===== config.mk =====
export PLATFORM = sky130hd
export DESIGN_NAME = run_ctrl
export DESIGN_NICKNAME = d
export VERILOG_FILES = /design/src/rtl/run_ctrl_pkg.sv /design/src/rtl/edge_det.sv /design/src/rtl/run_ctrl.sv
export SDC_FILE = /design/constraint.sdc
export NUM_CORES = 1
export LEC_CHECK = 0
export CAP_MARGIN = 20
export CORE_MARGIN = 5
export CORE_UTILIZATION = 46
export CTS_BUF_LIST = sky130_fd_sc_hd__clkbuf_8
export DETAILED_ROUTE_END_ITERATION = 6
export GPL_TIMING_DRIVEN = 0
export PLACE_DENSITY = 0.9
export RECOVER_POWER = 25
export SYNTH_ARGS = -nofsm -noshare
export SYNTH_HDL_FRONTEND = slang
export SYNTH_SLANG_ARGS = --single-unit

===== constraint.sdc =====
create_clock -name clk -period 3.25 [get_ports clk]
set_input_delay 0.4875 -clock clk [delete_from_list [all_inputs] [get_ports clk]]
set_output_delay 0.4875 -clock clk [all_outputs]
set_load 0.005 [all_outputs]

===== src/rtl/run_ctrl_pkg.sv =====
// ---------------------------------------------------------------------------
// run_ctrl_pkg
//
// Definitions shared by the run controller and its sub-module.
//
// Contents:
//   run_state_e      - controller state encoding. The same 2-bit value is
//                      presented on the mode output, so external tools can
//                      decode it with these names.
//   run_is_active()  - true for the states in which instructions may advance
//                      (STEP and CONT). The controller uses it to detect entry
//                      into an executing state.
// ---------------------------------------------------------------------------
package run_ctrl_pkg;

    typedef enum logic [1:0] {
        RUN_HALT = 2'd0,
        RUN_STEP = 2'd1,
        RUN_CONT = 2'd2,
        RUN_BRK  = 2'd3
    } run_state_e;

    function automatic logic run_is_active(input run_state_e s);
        return (s == RUN_STEP) || (s == RUN_CONT);
    endfunction

endpackage


===== src/rtl/edge_det.sv =====
// ---------------------------------------------------------------------------
// edge_det
//
// Rising-edge detector built on a one-flop history register. The history
// register is cleared by a synchronous reset, so a level that is already high
// when reset is released reports one edge on the first cycle after reset.
//
// Ports:
//   clk   in   system clock, rising edge active
//   rst   in   synchronous active-high reset, clears the history register
//   din   in   level to watch
//   rise  out  high in every cycle where din=1 and din was 0 on the previous
//              cycle. Combinational from din and the registered history.
// ---------------------------------------------------------------------------
module edge_det (
    input  logic clk,
    input  logic rst,
    input  logic din,
    output logic rise
);

    logic din_q;
    logic din_d;

    always_comb begin
        din_d = din;
    end

    always_ff @(posedge clk) begin
        if (rst) begin
            din_q <= 1'b0;
        end else begin
            din_q <= din_d;
        end
    end

    assign rise = din & ~din_q;

endmodule


===== src/rtl/run_ctrl.sv =====
// ---------------------------------------------------------------------------
// run_ctrl
//
// Run controller for a multi-cycle processor. It decides cycle by cycle
// whether the control FSM and the datapath registers may advance (run). It
// supports halting, single-stepping one instruction, continuous running, and
// stopping on a breakpoint address.
//
// An instruction boundary is a fetch cycle reached after the current run
// session has already fetched at least once. Every decision to stop happens
// on a boundary. Run is dropped in that cycle, so the fetch is held until
// execution resumes.
//
// Parameters:
//   WIDTH       width of pc, brk_addr and both counters
//
// Ports:
//   clk         in   system clock, rising edge active
//   rst         in   synchronous active-high reset; forces run=0 while high
//   cont        in   continuous-run request (level)
//   step        in   single-step request (debounced level, edge-detected)
//   fetch       in   control FSM is in its fetch state this cycle
//   pc          in   address of the instruction fetched while fetch=1
//   brk_en      in   breakpoint enable
//   brk_addr    in   breakpoint address
//   run         out  advance enable (combinational, never depends on step)
//   mode        out  registered copy of the controller state (run_state_e)
//   brk_hit     out  registered, high while stopped on a breakpoint
//   cycle_cnt   out  cycles with run=1, wraps modulo 2^WIDTH
//   instr_cnt   out  cycles with run=1 and fetch=1, wraps modulo 2^WIDTH
// ---------------------------------------------------------------------------
module run_ctrl
    import run_ctrl_pkg::*;
#(
    parameter int WIDTH = 32
) (
    input  logic             clk,
    input  logic             rst,
    input  logic             cont,
    input  logic             step,
    input  logic             fetch,
    input  logic [WIDTH-1:0] pc,
    input  logic             brk_en,
    input  logic [WIDTH-1:0] brk_addr,
    output logic             run,
    output logic [1:0]       mode,
    output logic             brk_hit,
    output logic [WIDTH-1:0] cycle_cnt,
    output logic [WIDTH-1:0] instr_cnt
);

    // -----------------------------------------------------------------------
    // Request edge detection
    // -----------------------------------------------------------------------
    logic step_rise;
    logic cont_rise;

    edge_det u_step_edge (
        .clk  (clk),
        .rst  (rst),
        .din  (step),
        .rise (step_rise)
    );

    // Leaving BRK needs a fresh cont edge. A cont level still held from
    // before the breakpoint must not restart execution.
    edge_det u_cont_edge (
        .clk  (clk),
        .rst  (rst),
        .din  (cont),
        .rise (cont_rise)
    );

    // -----------------------------------------------------------------------
    // State
    // -----------------------------------------------------------------------
    run_state_e       state_q,     state_d;
    logic             fetched_q,   fetched_d;
    logic [WIDTH-1:0] cycle_cnt_q, cycle_cnt_d;
    logic [WIDTH-1:0] instr_cnt_q, instr_cnt_d;
    logic [1:0]       mode_q,      mode_d;
    logic             brk_hit_q,   brk_hit_d;

    logic run_c;
    logic boundary;
    logic bp_match;
    logic entering;

    // -----------------------------------------------------------------------
    // Next-state and run decision
    // -----------------------------------------------------------------------
    always_comb begin
        // fetched is cleared on entry to STEP/CONT. The first fetch of a
        // session is therefore never a boundary, so a breakpoint that stopped
        // execution at a PC cannot fire again on that same PC when resuming.
        boundary = fetch & fetched_q;

        // brk_en and brk_addr matter only on the boundary cycle. Changes in
        // the middle of an instruction have no effect until then.
        bp_match = brk_en & (pc == brk_addr);

        run_c   = 1'b0;
        state_d = state_q;

        case (state_q)
            RUN_HALT: begin
                if (cont) begin
                    state_d = RUN_CONT;
                end else if (step_rise) begin
                    state_d = RUN_STEP;
                end
            end
            RUN_STEP: begin
                // A step edge seen here is consumed and dropped.
                if (boundary) begin
                    state_d = RUN_HALT;
                end else begin
                    run_c = 1'b1;
                end
            end
            RUN_CONT: begin
                if (boundary && bp_match) begin
                    state_d = RUN_BRK;
                end else if (boundary && !cont) begin
                    state_d = RUN_HALT;
                end else begin
                    run_c = 1'b1;
                end
            end
            RUN_BRK: begin
                if (cont_rise) begin
                    state_d = RUN_CONT;
                end else if (step_rise) begin
                    state_d = RUN_STEP;
                end
            end
            default: begin
                state_d = RUN_HALT;
            end
        endcase

        // Reset overrides everything in the same cycle, so nothing advances
        // while it is held.
        if (rst) begin
            run_c = 1'b0;
        end

        entering = run_is_active(state_d) && !run_is_active(state_q);

        fetched_d = fetched_q;
        if (entering) begin
            fetched_d = 1'b0;
        end else if (run_c && fetch) begin
            fetched_d = 1'b1;
        end

        cycle_cnt_d = cycle_cnt_q + {{(WIDTH-1){1'b0}}, run_c};
        instr_cnt_d = instr_cnt_q + {{(WIDTH-1){1'b0}}, (run_c & fetch)};

        mode_d    = state_d;
        brk_hit_d = (state_d == RUN_BRK);
    end

    // -----------------------------------------------------------------------
    // Registers
    // -----------------------------------------------------------------------
    always_ff @(posedge clk) begin
        if (rst) begin
            state_q     <= RUN_HALT;
            fetched_q   <= 1'b0;
            cycle_cnt_q <= '0;
            instr_cnt_q <= '0;
            mode_q      <= RUN_HALT;
            brk_hit_q   <= 1'b0;
        end else begin
            state_q     <= state_d;
            fetched_q   <= fetched_d;
            cycle_cnt_q <= cycle_cnt_d;
            instr_cnt_q <= instr_cnt_d;
            mode_q      <= mode_d;
            brk_hit_q   <= brk_hit_d;
        end
    end

    // -----------------------------------------------------------------------
    // Outputs
    // -----------------------------------------------------------------------
    assign run       = run_c;
    assign mode      = mode_q;
    assign brk_hit   = brk_hit_q;
    assign cycle_cnt = cycle_cnt_q;
    assign instr_cnt = instr_cnt_q;

endmodule


Word-level counts from Yosys, hierarchy flattened
Index checks and enable logic that the tools add are counted.
- output and inout port bits: 68
- bits in registers: 70
- bits of input ports: 70
- logic and storage cells: 45
- add/subtract/negate cells: 2
- multiplexer cells: 12
- equality and inequality tests: 7
- reductions and logical operators: 10
- bitwise operators: 7
- operators with widths (kind ; count):
    adder 32 x 1 -> 32 bit ; 2
    equality test 32 bit ; 1
    two-way mux 2 bit ; 6
    equality test 2 bit (second input constant) ; 4
    case mux 2 bit (4 select lines) ; 1
    bitwise AND 1 bit ; 5
    equality test 2 x 1 -> 1 bit (second input constant) ; 2
    logical AND 1 bit ; 4
    two-way mux 1 bit ; 4
    zero test 1 bit ; 2
    zero test 2 bit ; 1
    logical OR 1 bit ; 2
    inverter 1 bit ; 2
    case mux 1 bit (2 select lines) ; 1
    OR reduction 2 bit ; 1

Logic depth before layout (Yosys ltp)
Gate-level depths: netlist of the first run.
- depth after elaboration: 9
- mapped depth: 13
- depth with buffers taken out: 13

Modules after synthesis
Synthesis of the first run repeated with hierarchy kept, for this count alone.
- cells, all modules: 403
- area total of the unflattened synthesis: 3579.7 um^2
- modules (own cells, without submodules) (module ; cells each ; area each (um^2) ; sequential area each (um^2) ; instances):
    run_ctrl ; 397 ; 3484.6 ; 1361.3 ; 1
    edge_det ; 3 ; 47.5 ; 20.0 ; 2

Worst setup path before layout of the first run
No wires, ideal clock.
- kind: reg-to-reg
- start point: register mode[0] (netlist name)
- end point: register cycle_cnt_q[26], in the netlist cycle_cnt[26]
- arrival: 2.612 ns
- buffers on the path: 0
- stages on the path, launching flop included: 14
- period minus slack after synthesis: 2.739 ns
- slack: 0.511 ns
- setup time: 0.128 ns
- cell sequence: dfxtp_1 > inv_1 > ha_1 > nand2_1 > a31oi_1 > nand3_1 > a21oi_1 > ha_1 > ha_1 > nand2_1 > nor4_4 > nand4_1 > xor2_1 > nor2_1
- RTL lines (element ; line ; text):
    end signal, assigned ; run_ctrl.sv:178 ; cycle_cnt_q <= cycle_cnt_d;
    end, declared ; run_ctrl.sv:79 ; logic [WIDTH-1:0] cycle_cnt_q, cycle_cnt_d;

Worst setup path in the final report of the first run
- start point: input cont
- end point: register cycle_cnt_q[22], in the netlist cycle_cnt[22]
- cells in the longest elaborated chain, start to end: 7
- RTL lines (element ; line ; text):
    start, declared ; run_ctrl.sv:39 ; input logic cont,
    zero test 1 bit ; run_ctrl.sv:124 ; end else if (boundary && !cont) begin
    logical AND 1 bit ; run_ctrl.sv:124 ;
    two-way mux 1 bit ; run_ctrl.sv:124 ;
    two-way mux 1 bit ; run_ctrl.sv:122 ; if (boundary && bp_match) begin
    case mux 1 bit (2 select lines) ; run_ctrl.sv:105 ; case (state_q)
    two-way mux 1 bit ; run_ctrl.sv:144 ; if (rst) begin
    adder 32 x 1 -> 32 bit ; run_ctrl.sv:157 ; cycle_cnt_d = cycle_cnt_q + {{(WIDTH-1){1'b0}}, run_c};
No other way between the ends.
A chain may end at the register's enable or synchronous reset.

==> summary.md, run 1 <==
| Metric | Value |
|---|---|
| Outcome | `finished, final reports clean` |
| Core ar. | `between 7000 and 8000 um2` |
| Antenna violations before repair | `0` |
| Final WL | `just under 10000 um` |
| Compound-Gate Fraction of Synth Area | `under 10%` |
| Ys async rst share | `0%` |
| Worst path cell trace | `clkdlybuf4s50_1, nand2_1, a31oi_2, nand3_1, a21oi_1, ha_1, ha_2, nand2_1, nor4_4, buf_4, nand4_1, xor2_1, nor2_1` |
| Root Buffer Master | `clkbuf_8` |
| XOR/XNOR Fraction of Synth Area | `21.2%` |
| Post-synthesis simple-gate area fraction | `between 30% and 40%` |
| Synthesized Nets | `roughly 480` |
| Worst ir drop on vdd | `around 0.23 mV` |
| Crit path max fanout | `9` |
| Final Hold Fails | `0` |
| Area contributors post-synth | `dfxtp_1 (39%), xor2_1 (13%), xnor2_1 (8.4%)` |
| Leakage | `approximately 2.1 nW` |
| Sequential fraction of the synthesis area | `between 30% and 40%` |
| Fin area | `approximately 5300 um2` |
| Total Routing Usage GR | `about a fifth` |
| CP arrival | `3.33 ns` |
| Tmin final | `between 3 and 4 ns` |
| CP top delay family | `buffers and inverters` |
| Share of cells above drive strength 1 | `7.18%` |
| Power per cell area | `around 340 nW/um2` |
| Worst slew pin tran | `between 0.5 and 0.6 ns` |
| Synthesized area per cell | `8.98 um2` |
| Reg clk slew, reported paths | `approximately 0.070 ns` |
| CP max stage delay | `0.59 ns` |
| Global-route wire length before repair | `approximately 16000 um` |
| Largest net degree at the start of global routing | `13` |
| Dpl hpwl | `between 7000 and 8000 um` |
| Clk sinks | `70` |
| Post-synthesis mux area share | `0%` |
| Synth Register Bits | `70` |
| Headroom to the max-slew limit | `just over 60%` |
| Starting Density | `47.2%` |
| ANT cells | `0` |
| Ports | `138` |
| Vias in the first global route | `between 3000 and 4000` |
| Post-synthesis adder-cell area fraction | `roughly 3.1%` |
| Die Footprint | `around 10000 um2` |
| Slowest CP cell | `clkdlybuf4s50_1` |
| Number of hold buffers added after cts | `0` |
| # DRC | `0` |
| Crit start category | `primary input` |
| Period utilization | `a little over nine tenths` |
| Vias post-DR | `3468` |
| Synth cell types | `between 40 and 50` |
| GP Congestion | `approximately 0.82` |
| Row cnt | `32` |
| Via density per instance | `5.26` |
| Max-slew violation count | `0` |
| Worst EP required | `roughly 3.5 ns` |
| Critical Path Most Common Cell | `nand2_1` |
| H-Tree Depth | `3` |
| Drt wl/cell | `roughly 15 um` |
| Die height | `between 90 and 100 um` |
| Setup-failing EPs final | `0` |
| Setup crit end kind | `register` |
| Cts bufs inserted | `9` |
| Synth Instances | `404` |
| Critical path class | `primary input to register` |
| Die W | `slightly below 100 um` |
| Nets | `~630` |
| Most area-hungry cell type in the Yosys netlist | `dfxtp_1` |
| Fin worst setup slack | `between 0.1 and 0.15 ns` |
| Mapped cell area | `roughly 3600 um2` |
| Largest family of logic cells by synthesized area | `simple AND/OR/NAND/NOR gates` |
| Clock Path Buffers | `2` |
| Fin Setup TNS | `0 ns` |
| Post-synth EDFFs | `0` |
| Synth top area share | `38.6%` |
| Synth warnings | `0` |
| Iter 0 DRT Violations | `77` |
| Router iterations before antenna repair | `4` |
| Hold WC Path Type | `register to register` |
| Gr ovfl total | `0` |
| TritonCTS clock tree | `built` |
| Place WS | `-0.485 ns` |
| I/O Buffers | `between 100 and 150` |
| Post-DRT Antenna Nets | `0` |
| DP Area | `5120 um2` |
| Clock latency on the worst-skew pair | `0.35 ns` |
| Main flop type after synthesis | `dfxtp_1` |
| Max-cap violation count | `0` |
| Crit path buffers/inverters | `2` |
| Fmax | `approximately 320 MHz` |
| Area growth syn-to-layout | `47.0%` |
| Clk_skew | `roughly 0.015 ns` |
| Hold WS | `about 0.50 ns` |
[tightest hold or removal path, stage by stage, from the launching register on]
cell	delay [ns]
dfxtp_1	0.32
o21ai_0	0.07
a21oi_1	0.06
[per-stage QoR]
| step | utilization (%) | power [W] | std cells |
|---|---|---|---|
| after floorplan | - | 0.00100 | 404 |
| after global placement | 66.6 | 0.00113 | 642 |
| after detailed placement | 66.6 | 0.00114 | 642 |
| after CTS | 69.2 | 0.00182 | 659 |
| after global routing | 69.4 | 0.00188 | 659 |
| final | 69.4 | 0.00181 | 659 |
[cell usage after synthesis, types with 6 or more instances]
master / count
a21oi_1: 6
and3_1: 9
clkbuf_1: 10
dfxtp_1: 70
ha_1: 9
inv_1: 8
nand2_1: 18
nand3_1: 26
nand4_1: 22
nor2_1: 63
nor2b_1: 8
nor3_1: 7
o21ai_0: 7
xnor2_1: 35
xor2_1: 53
[per-layer routing]
layer	global-route usage, %	vias up	routed length (um)
li1	-	1688	-
met3	6.72	10	816
met4	6.30	0	106
met1	20.5	1638	3680
met5	0	-	0
met2	35.9	132	5190
[sequential cells by signal, summed over array words and instances (netlist names)]
signal             count
u_cont_edge.din_q      1
brk_hit                1
u_step_edge.din_q      1
instr_cnt             32
mode                   2
cycle_cnt             32
fetched_q              1
[final cells by class]
type	instances	area [um2]
Buffer	12	53.8
Clock buffer	9	124
Clock inverter	7	66.3
Fill cell	603	2350
Inverter	8	30.0
Multi-Input combinational cell	314	2160
Sequential cell	70	1400
Tap cell	102	128
Timing Repair Buffer	137	1370
[cell families (layout without fill, tap and decap cells)]
kind of cell / Yosys count / after routing
adders and majority gates: 9 / 9
xor gates and xnor gates: 88 / 88
and+or+nand+nor: 194 / 194
buffers and inverters: 20 / 173
DFF: 70 / 70
AOI/OAI and AO/OA: 23 / 23
[placed cells by master (no fill, tap or decap), types with 2 or more instances in the layout]
| cell type | n |
|---|---|
| dlygate4sd3_1 | 31 |
| a21o_1 | 2 |
| clkbuf_8 | 9 |
| and4_4 | 3 |
| nor3_2 | 2 |
| and4_1 | 5 |
| clkbuf_1 | 10 |
| nor4_1 | 4 |
| clkinv_4 | 2 |
| nand3_1 | 26 |
| o21ai_0 | 7 |
| nand4_1 | 22 |
| and2_1 | 4 |
| nor2_1 | 63 |
| clkinv_2 | 3 |
| a21oi_1 | 6 |
| dfxtp_1 | 70 |
| clkdlybuf4s50_1 | 105 |
| and3_1 | 9 |
| nand2_1 | 18 |
| nand4_2 | 2 |
| nor4_2 | 5 |
| nor3_1 | 6 |
| inv_1 | 9 |
| nor2b_1 | 8 |
| xor2_1 | 53 |
| ha_1 | 8 |
| xnor2_1 | 35 |
| or3_1 | 5 |
[worst paths after layout]
kind / start / endpoint / slack, ns / cells after the start
min: cycle_cnt[31] / cycle_cnt[31] / 0.50 / 2
max reg2reg: mode[0] / cycle_cnt[22] / 0.14 / 14
max: cont / cycle_cnt[22] / 0.13 / 13
min reg2reg: cycle_cnt[31] / cycle_cnt[31] / 0.50 / 2
[repair_timing]
item / 4_1_cts / 5_1_grt
buffers inserted: 1 / 0
pin swaps: 1 / 1
gates resized for setup: 1 / 3
setup endpoints to repair: 8 / 16
[power by group]
| part | switching (W) | total [W] | internal (W) |
|---|---|---|---|
| clock network | 0.000341 | 0.000691 | 0.000350 |
| registers | 0.00000910 | 0.000877 | 0.000867 |
| logic | 0.000102 | 0.000245 | 0.000143 |
Power figures use the tool's default switching activity.
==> run 2, diff against run 1 <==
--- a/config.mk
+++ b/config.mk
@@ -13,6 +13,7 @@
 export GPL_TIMING_DRIVEN = 0
 export PLACE_DENSITY = 0.9
 export RECOVER_POWER = 25
+export REMOVE_ABC_BUFFERS = 1
 export SYNTH_ARGS = -nofsm -noshare
 export SYNTH_HDL_FRONTEND = slang
 export SYNTH_SLANG_ARGS = --single-unit
==> run 2 against run 1 <==
Against the previous run:
- combinational power barely moved
- via count is 2.8% lower
- non-clock buffer count is 7 lower
- clock skew decreased by 0.0041 ns
- first-iteration DRC count increased by 53%
- routed wire length decreased by 7.7%
- hold slack worse by 0.0062 ns
==> summary.md, run 2 (synthesized netlist as in run 1, its figures left out) <==
| Metric | Value |
|---|---|
| Area growth syn-to-layout | `47.8%` |
| CP arrival | `3.25 ns` |
| Most frequent cells in the layout | `clkdlybuf4s50_1 (104), dfxtp_1 (70), nor2_1 (62)` |
| Final WL | `between 9000 and 10000 um` |
| Switch share | `a little under a quarter` |
| R2R cell count | `13` |
| Crit path max fanout | `5` |
| Clk_skew | `0.0114 ns` |
| Worst slew pin tran | `~0.7 ns` |
| Period utilization | `94.3%` |
| Final Hold Fails | `0` |
| Clock latency on the worst-skew pair | `~0.33 ns` |
| Largest net degree at the start of global routing | `38` |
| Fin cells | `between 600 and 700` |
| Vias post-DR | `around 3400` |
| Iter 0 DRT Violations | `about 120` |
| Die W | `98.8 um` |
| Via density per instance | `roughly 5.2` |
| Fmax | `326 MHz` |
| Commonest non-fill, non-tap cell in the layout | `clkdlybuf4s50_1` |
| Hold WC Path Type | `register to register` |
| R2r setup slk | `around 0.21 ns` |
| Max-slew violation count | `0` |
| TritonCTS clock tree | `built` |
| Outcome | `finished, final reports clean` |
| Final Util | `between 60% and 70%` |
| Fin Setup TNS | `0 ns` |
| Power per cell area | `345 nW/um2` |
| Die Footprint | `9760 um2` |
| Dpl cells | `approximately 630` |
| Reg-to-reg critical path endpoint | `instr_cnt[18]` |
| Drt wl/cell | `~14 um` |
| Headroom to the max-slew limit | `54.4%` |
| Global-route wire length before repair | `roughly 14000 um` |
| H-Tree Depth | `3` |
| Worst r2r src | `mode[0]` |
| Number of hold buffers added after cts | `0` |
| Nets | `about 620` |
| Fill count | `608` |
| Critical path class | `primary input to register` |
| Vias in the first global route | `~3200` |
| Clock Path Buffers | `2` |
| GP Congestion | `just over 0.8` |
| Fin area | `about 5400 um2` |
| I/O Buffers | `about 140` |
| Die height | `slightly below 100 um` |
| Gr ovfl total | `0` |
| Worst EP required | `about 3.4 ns` |
| # DRC | `0` |
| Clk sinks | `70` |
| Total Routing Usage GR | `between 10% and 20%` |
| Reg clk slew, reported paths | `0.07 ns` |
| Part of the power in registers | `between 40% and 50%` |
| Leakage | `around 2.1 nW` |
| Setup-failing EPs final | `0` |
| DP Area | `approximately 5100 um2` |
| Router iterations before antenna repair | `4` |
| Antenna violations before repair | `0` |
| Sw Pwr | `between 0.0004 and 0.0005 W` |
| Combinational Power Share | `a little over an eighth` |
| Power share of the clock group | `39.3%` |
| Starting Density | `between 40% and 50%` |
| Hold Crit Endpoint | `cycle_cnt[31]` |
| Tmin final | `~3.1 ns` |
| Crit start category | `primary input` |
| Fin worst setup slack | `0.185 ns` |
| Root Buffer Master | `clkbuf_8` |
| Setup crit end kind | `register` |
| Post-DRT Antenna Nets | `0` |
| Core ar. | `7690 um2` |
| Hold Crit Start | `cycle_cnt[31]` |
| Max-cap violation count | `0` |
| Place WS | `-0.445 ns` |
| Cts bufs inserted | `9` |
| Dpl hpwl | `7000 um` |
| ANT cells | `0` |
| Row cnt | `32` |
| Ports | `138` |
| Worst ir drop on vdd | `0.227 mV` |
| Worst hold path cell count | `2` |
| Share of cells above drive strength 1 | `8.38%` |
| Pint | `0.00142 W` |
run 2: changes by cell type in the layout (fill, tap and decap cells not counted), moves of 2 or more:
cell	previous run	this run
clkinv_2	3	1
clkbuf_1	10	0
buf_4	1	4
clkinv_4	2	0
clkbuf_8	9	12
run 2: critical path: stages:
cell             delay [ns]
clkdlybuf4s50_1        0.57
nand2_1                0.11
a31oi_2                0.31
nand4_1                0.18
a21oi_1                0.18
ha_1                   0.27
ha_1                   0.30
inv_1                  0.08
nor3_2                 0.38
nand4_1                0.18
xor2_1                 0.16
nor2_1                 0.05
run 2: power groups by stage:
stage                     combinational, W  clock, W  sequential (W)
after floorplan                  0.0000965         0        0.000895
after global placement            0.000231         0        0.000896
after detailed placement          0.000242         0        0.000896
after CTS                         0.000243  0.000746        0.000877
after global routing              0.000267  0.000787        0.000878
final                             0.000244  0.000726        0.000878
run 2: worst max-delay path by stage:
stage | cells past startpoint | slack, ns | from | end
3_3_place_gp | 11 | -1.78 | rst | cycle_cnt[22]
4_1_cts | 14 | 0.06 | pc[19] | cycle_cnt[16]
3_5_place_dp | 11 | -0.44 | cont | cycle_cnt[31]
6_report | 12 | 0.19 | cont | instr_cnt[18]
2_1_floorplan | 13 | 0.52 | mode[0] | cycle_cnt[26]
5_1_grt | 13 | -0.02 | mode[0] | instr_cnt[18]
run 2: timing repair:
action / 4_1_cts / 5_1_grt
resized for setup: 3 / 5
pin swaps: 1 / 1
endpoints found under the setup margin: 11 / 13
setup buffers: 2 / 2
gates cloned: 0 / 0
run 2: area by class of cell:
type | count | area (um2) | area share (%)
multi-input cells | 314 | 2180 | 40.7
repair buffers | 142 | 1420 | 26.4
flip-flops and latches | 70 | 1400 | 26.1
clock buffers | 12 | 165 | 3.08
well taps | 102 | 128 | 2.38
clock inverters | 3 | 42.5 | 0.793
inverters | 8 | 30.0 | 0.560
run 2: per-stage QoR:
stage          hold WS (ns)  total power, W
6_report              0.494         0.00185
5_1_grt               0.532         0.00193
4_1_cts               0.500         0.00187
3_5_place_dp          0.490         0.00114
3_3_place_gp          0.466         0.00113
2_1_floorplan         0.468        0.000992
run 2: routing by layer:
layer | track usage [%] | vias up | share of wire [%]
li1 | - | 1676 | -
met3 | 5.87 | 11 | 9.3
met4 | 5.46 | 0 | 1.3
met2 | 32.4 | 138 | 51
met5 | 0 | - | 0
met1 | 19.7 | 1545 | 38
==> run 3, diff against run 2 <==
--- a/config.mk
+++ b/config.mk
@@ -5,12 +5,12 @@
 export SDC_FILE = /design/constraint.sdc
 export NUM_CORES = 1
 export LEC_CHECK = 0
-export CAP_MARGIN = 20
 export CORE_MARGIN = 5
 export CORE_UTILIZATION = 46
 export CTS_BUF_LIST = sky130_fd_sc_hd__clkbuf_8
 export DETAILED_ROUTE_END_ITERATION = 6
 export GPL_TIMING_DRIVEN = 0
+export HOLD_SLACK_MARGIN = 0.06
 export PLACE_DENSITY = 0.9
 export RECOVER_POWER = 25
 export REMOVE_ABC_BUFFERS = 1
==> constraint.sdc (replaced) <==
create_clock -name clk -period 3 [get_ports clk]
set_input_delay 0.45 -clock clk [delete_from_list [all_inputs] [get_ports clk]]
set_output_delay 0.45 -clock clk [all_outputs]
set_load 0.005 [all_outputs]
==> run 3 against run 2 <==
Against the previous run:
- clock power increased by 8.0%
- core utilization grew 0.68 points
- clock skew fell by 0.0012 ns
- critical path type unchanged
- largest cell class unchanged
- largest power group unchanged
==> summary.md, run 3 (synthesized netlist as in run 1, its figures left out) <==
| Metric | Value |
|---|---|
| Outcome | `finished, final reports clean` |
| Crit path max fanout | `8` |
| TritonCTS clock tree | `built` |
| Power per cell area | `approximately 370 nW/um2` |
| DP Area | `5090 um2` |
| Max-slew violation count | `0` |
| Hold WC Path Type | `register to register` |
| Row cnt | `32` |
| Clk_skew | `a little over 0.01 ns` |
| Drt wl/cell | `between 10 and 15 um` |
| Dpl cells | `632` |
| Worst EP required | `between 3 and 4 ns` |
| Setup-failing EPs final | `0` |
| Tot Pwr | `0.00201 W` |
| Die Footprint | `9760 um2` |
| Vias post-DR | `3397` |
| Final Hold Fails | `0` |
| Share of cells above drive strength 1 | `a little under a tenth` |
| Post-DRT Antenna Nets | `0` |
| Headroom to the max-slew limit | `54.0%` |
| Worst slew pin tran | `between 0.6 and 0.7 ns` |
| Nets | `625` |
| Ports | `between 100 and 150` |
| Clock latency on the worst-skew pair | `roughly 0.33 ns` |
| Clk sinks | `70` |
| Fill count | `between 500 and 600` |
| Area growth syn-to-layout | `49.3%` |
| Commonest non-fill, non-tap cell in the layout | `clkdlybuf4s50_1` |
| Clock Path Buffers | `2` |
| Vias in the first global route | `3238` |
| Max-cap violation count | `0` |
| Fin cells | `between 600 and 700` |
| Tmin final | `approximately 2.9 ns` |
| Leakage | `around 2.1 nW` |
| Fin worst setup slack | `between 0.1 and 0.15 ns` |
| Root Buffer Master | `clkbuf_8` |
| I/O Buffers | `137` |
| H-Tree Depth | `3` |
| Gr ovfl total | `0` |
| Dpl hpwl | `~7000 um` |
| Die height | `98.8 um` |
| Cts bufs inserted | `9` |
| Reg clk slew, reported paths | `~0.070 ns` |
| Period utilization | `roughly 95%` |
| ANT cells | `0` |
| Setup crit end kind | `register` |
| Die W | `between 90 and 100 um` |
| Place WS | `-0.657 ns` |
| Fmax | `between 300 and 400 MHz` |
| Core ar. | `~7700 um2` |
| Router iterations before antenna repair | `4` |
| Antenna violations before repair | `0` |
| Largest net degree at the start of global routing | `38` |
| GP Congestion | `~0.82` |
| Crit start category | `primary input` |
| Worst ir drop on vdd | `~0.25 mV` |
| Global-route wire length before repair | `roughly 15000 um` |
| Hold WS | `0.494 ns` |
| CP arrival | `between 3 and 4 ns` |
| Final WL | `slightly above 9000 um` |
| Unrepaired setup endpoints after global routing | `no` |
| Iter 0 DRT Violations | `about 110` |
| Most frequent cells in the layout | `clkdlybuf4s50_1 (104), dfxtp_1 (70), nor2_1 (62)` |
| Via density per instance | `about 5.2` |
| Number of hold buffers added after cts | `0` |
| Total Routing Usage GR | `a little under a fifth` |
| Starting Density | `between 40 and 50%` |
| # DRC | `0` |
| Critical path class | `primary input to register` |
| Fin area | `5420 um2` |
run 3: cell count changes in the layout (fill, tap and decap cells not counted):
cell	previous run	this run
ha_4	0	2
buf_4	4	5
nor3_4	1	2
ha_1	8	4
a31oi_4	0	1
a31oi_2	1	0
ha_2	1	3
nor3_2	2	1
run 3: layout make-up:
type	count	area [um2]	share of cell area, %
sequential	70	1400	25.9
clock buffer	12	165	3.05
timing repair buffer	143	1420	26.3
multi-input combinational	314	2230	41.1
clock inverter	3	42.5	0.785
tap	102	128	2.36
inverter	8	30.0	0.554
run 3: worst paths after layout:
path / depth (start not counted) / slack (ns) / to / startpoint
worst max-delay path: 13 / 0.14 / cycle_cnt[26] / cont
worst min-delay path: 2 / 0.49 / cycle_cnt[31] / cycle_cnt[31]
worst max register to register: 14 / 0.18 / cycle_cnt[26] / mode[0]
worst min register to register: 2 / 0.49 / cycle_cnt[31] / cycle_cnt[31]
run 3: metrics by stage:
step | setup TNS, ns | util [%]
floorplan | 0 | -
global placement | -102.15 | 66.0
detailed placement | -19.19 | 66.2
CTS | 0 | 69.8
global route | 0 | 70.5
finish | 0 | 70.5
run 3: critical path, stage by stage:
cell	delay, ns
clkdlybuf4s50_1	0.58
nand2_1	0.15
a31oi_4	0.26
nand3_1	0.14
a21oi_2	0.20
ha_4	0.19
ha_4	0.17
nand2_1	0.09
nor4_4	0.30
buf_4	0.21
nand4_1	0.11
xor2_1	0.14
nor2_1	0.05
run 3: power breakdown:
| group | total (W) | switching [W] | internal [W] |
|---|---|---|---|
| Clock | 0.000784 | 0.000338 | 0.000447 |
| Combinational | 0.000272 | 0.000111 | 0.000160 |
| Sequential | 0.000952 | 0.0000124 | 0.000940 |
| Total | 0.00201 | 0.000461 | 0.00155 |
run 3: what timing repair did:
| action | in CTS | in global routing |
|---|---|---|
| endpoints found under the hold margin | 0 | 0 |
| pin swaps | 2 | 1 |
| setup buffers | 4 | 1 |
| endpoints found under the setup margin | 31 | 29 |
| resized for setup | 8 | 8 |
run 3: routing by layer:
| layer | GRT usage, % | wire (um) |
|---|---|---|
| met2 | 32.7 | 4760 |
| met4 | 6.72 | 179 |
| met1 | 20.1 | 3450 |
| met5 | 0 | 0 |
| met3 | 5.24 | 797 |
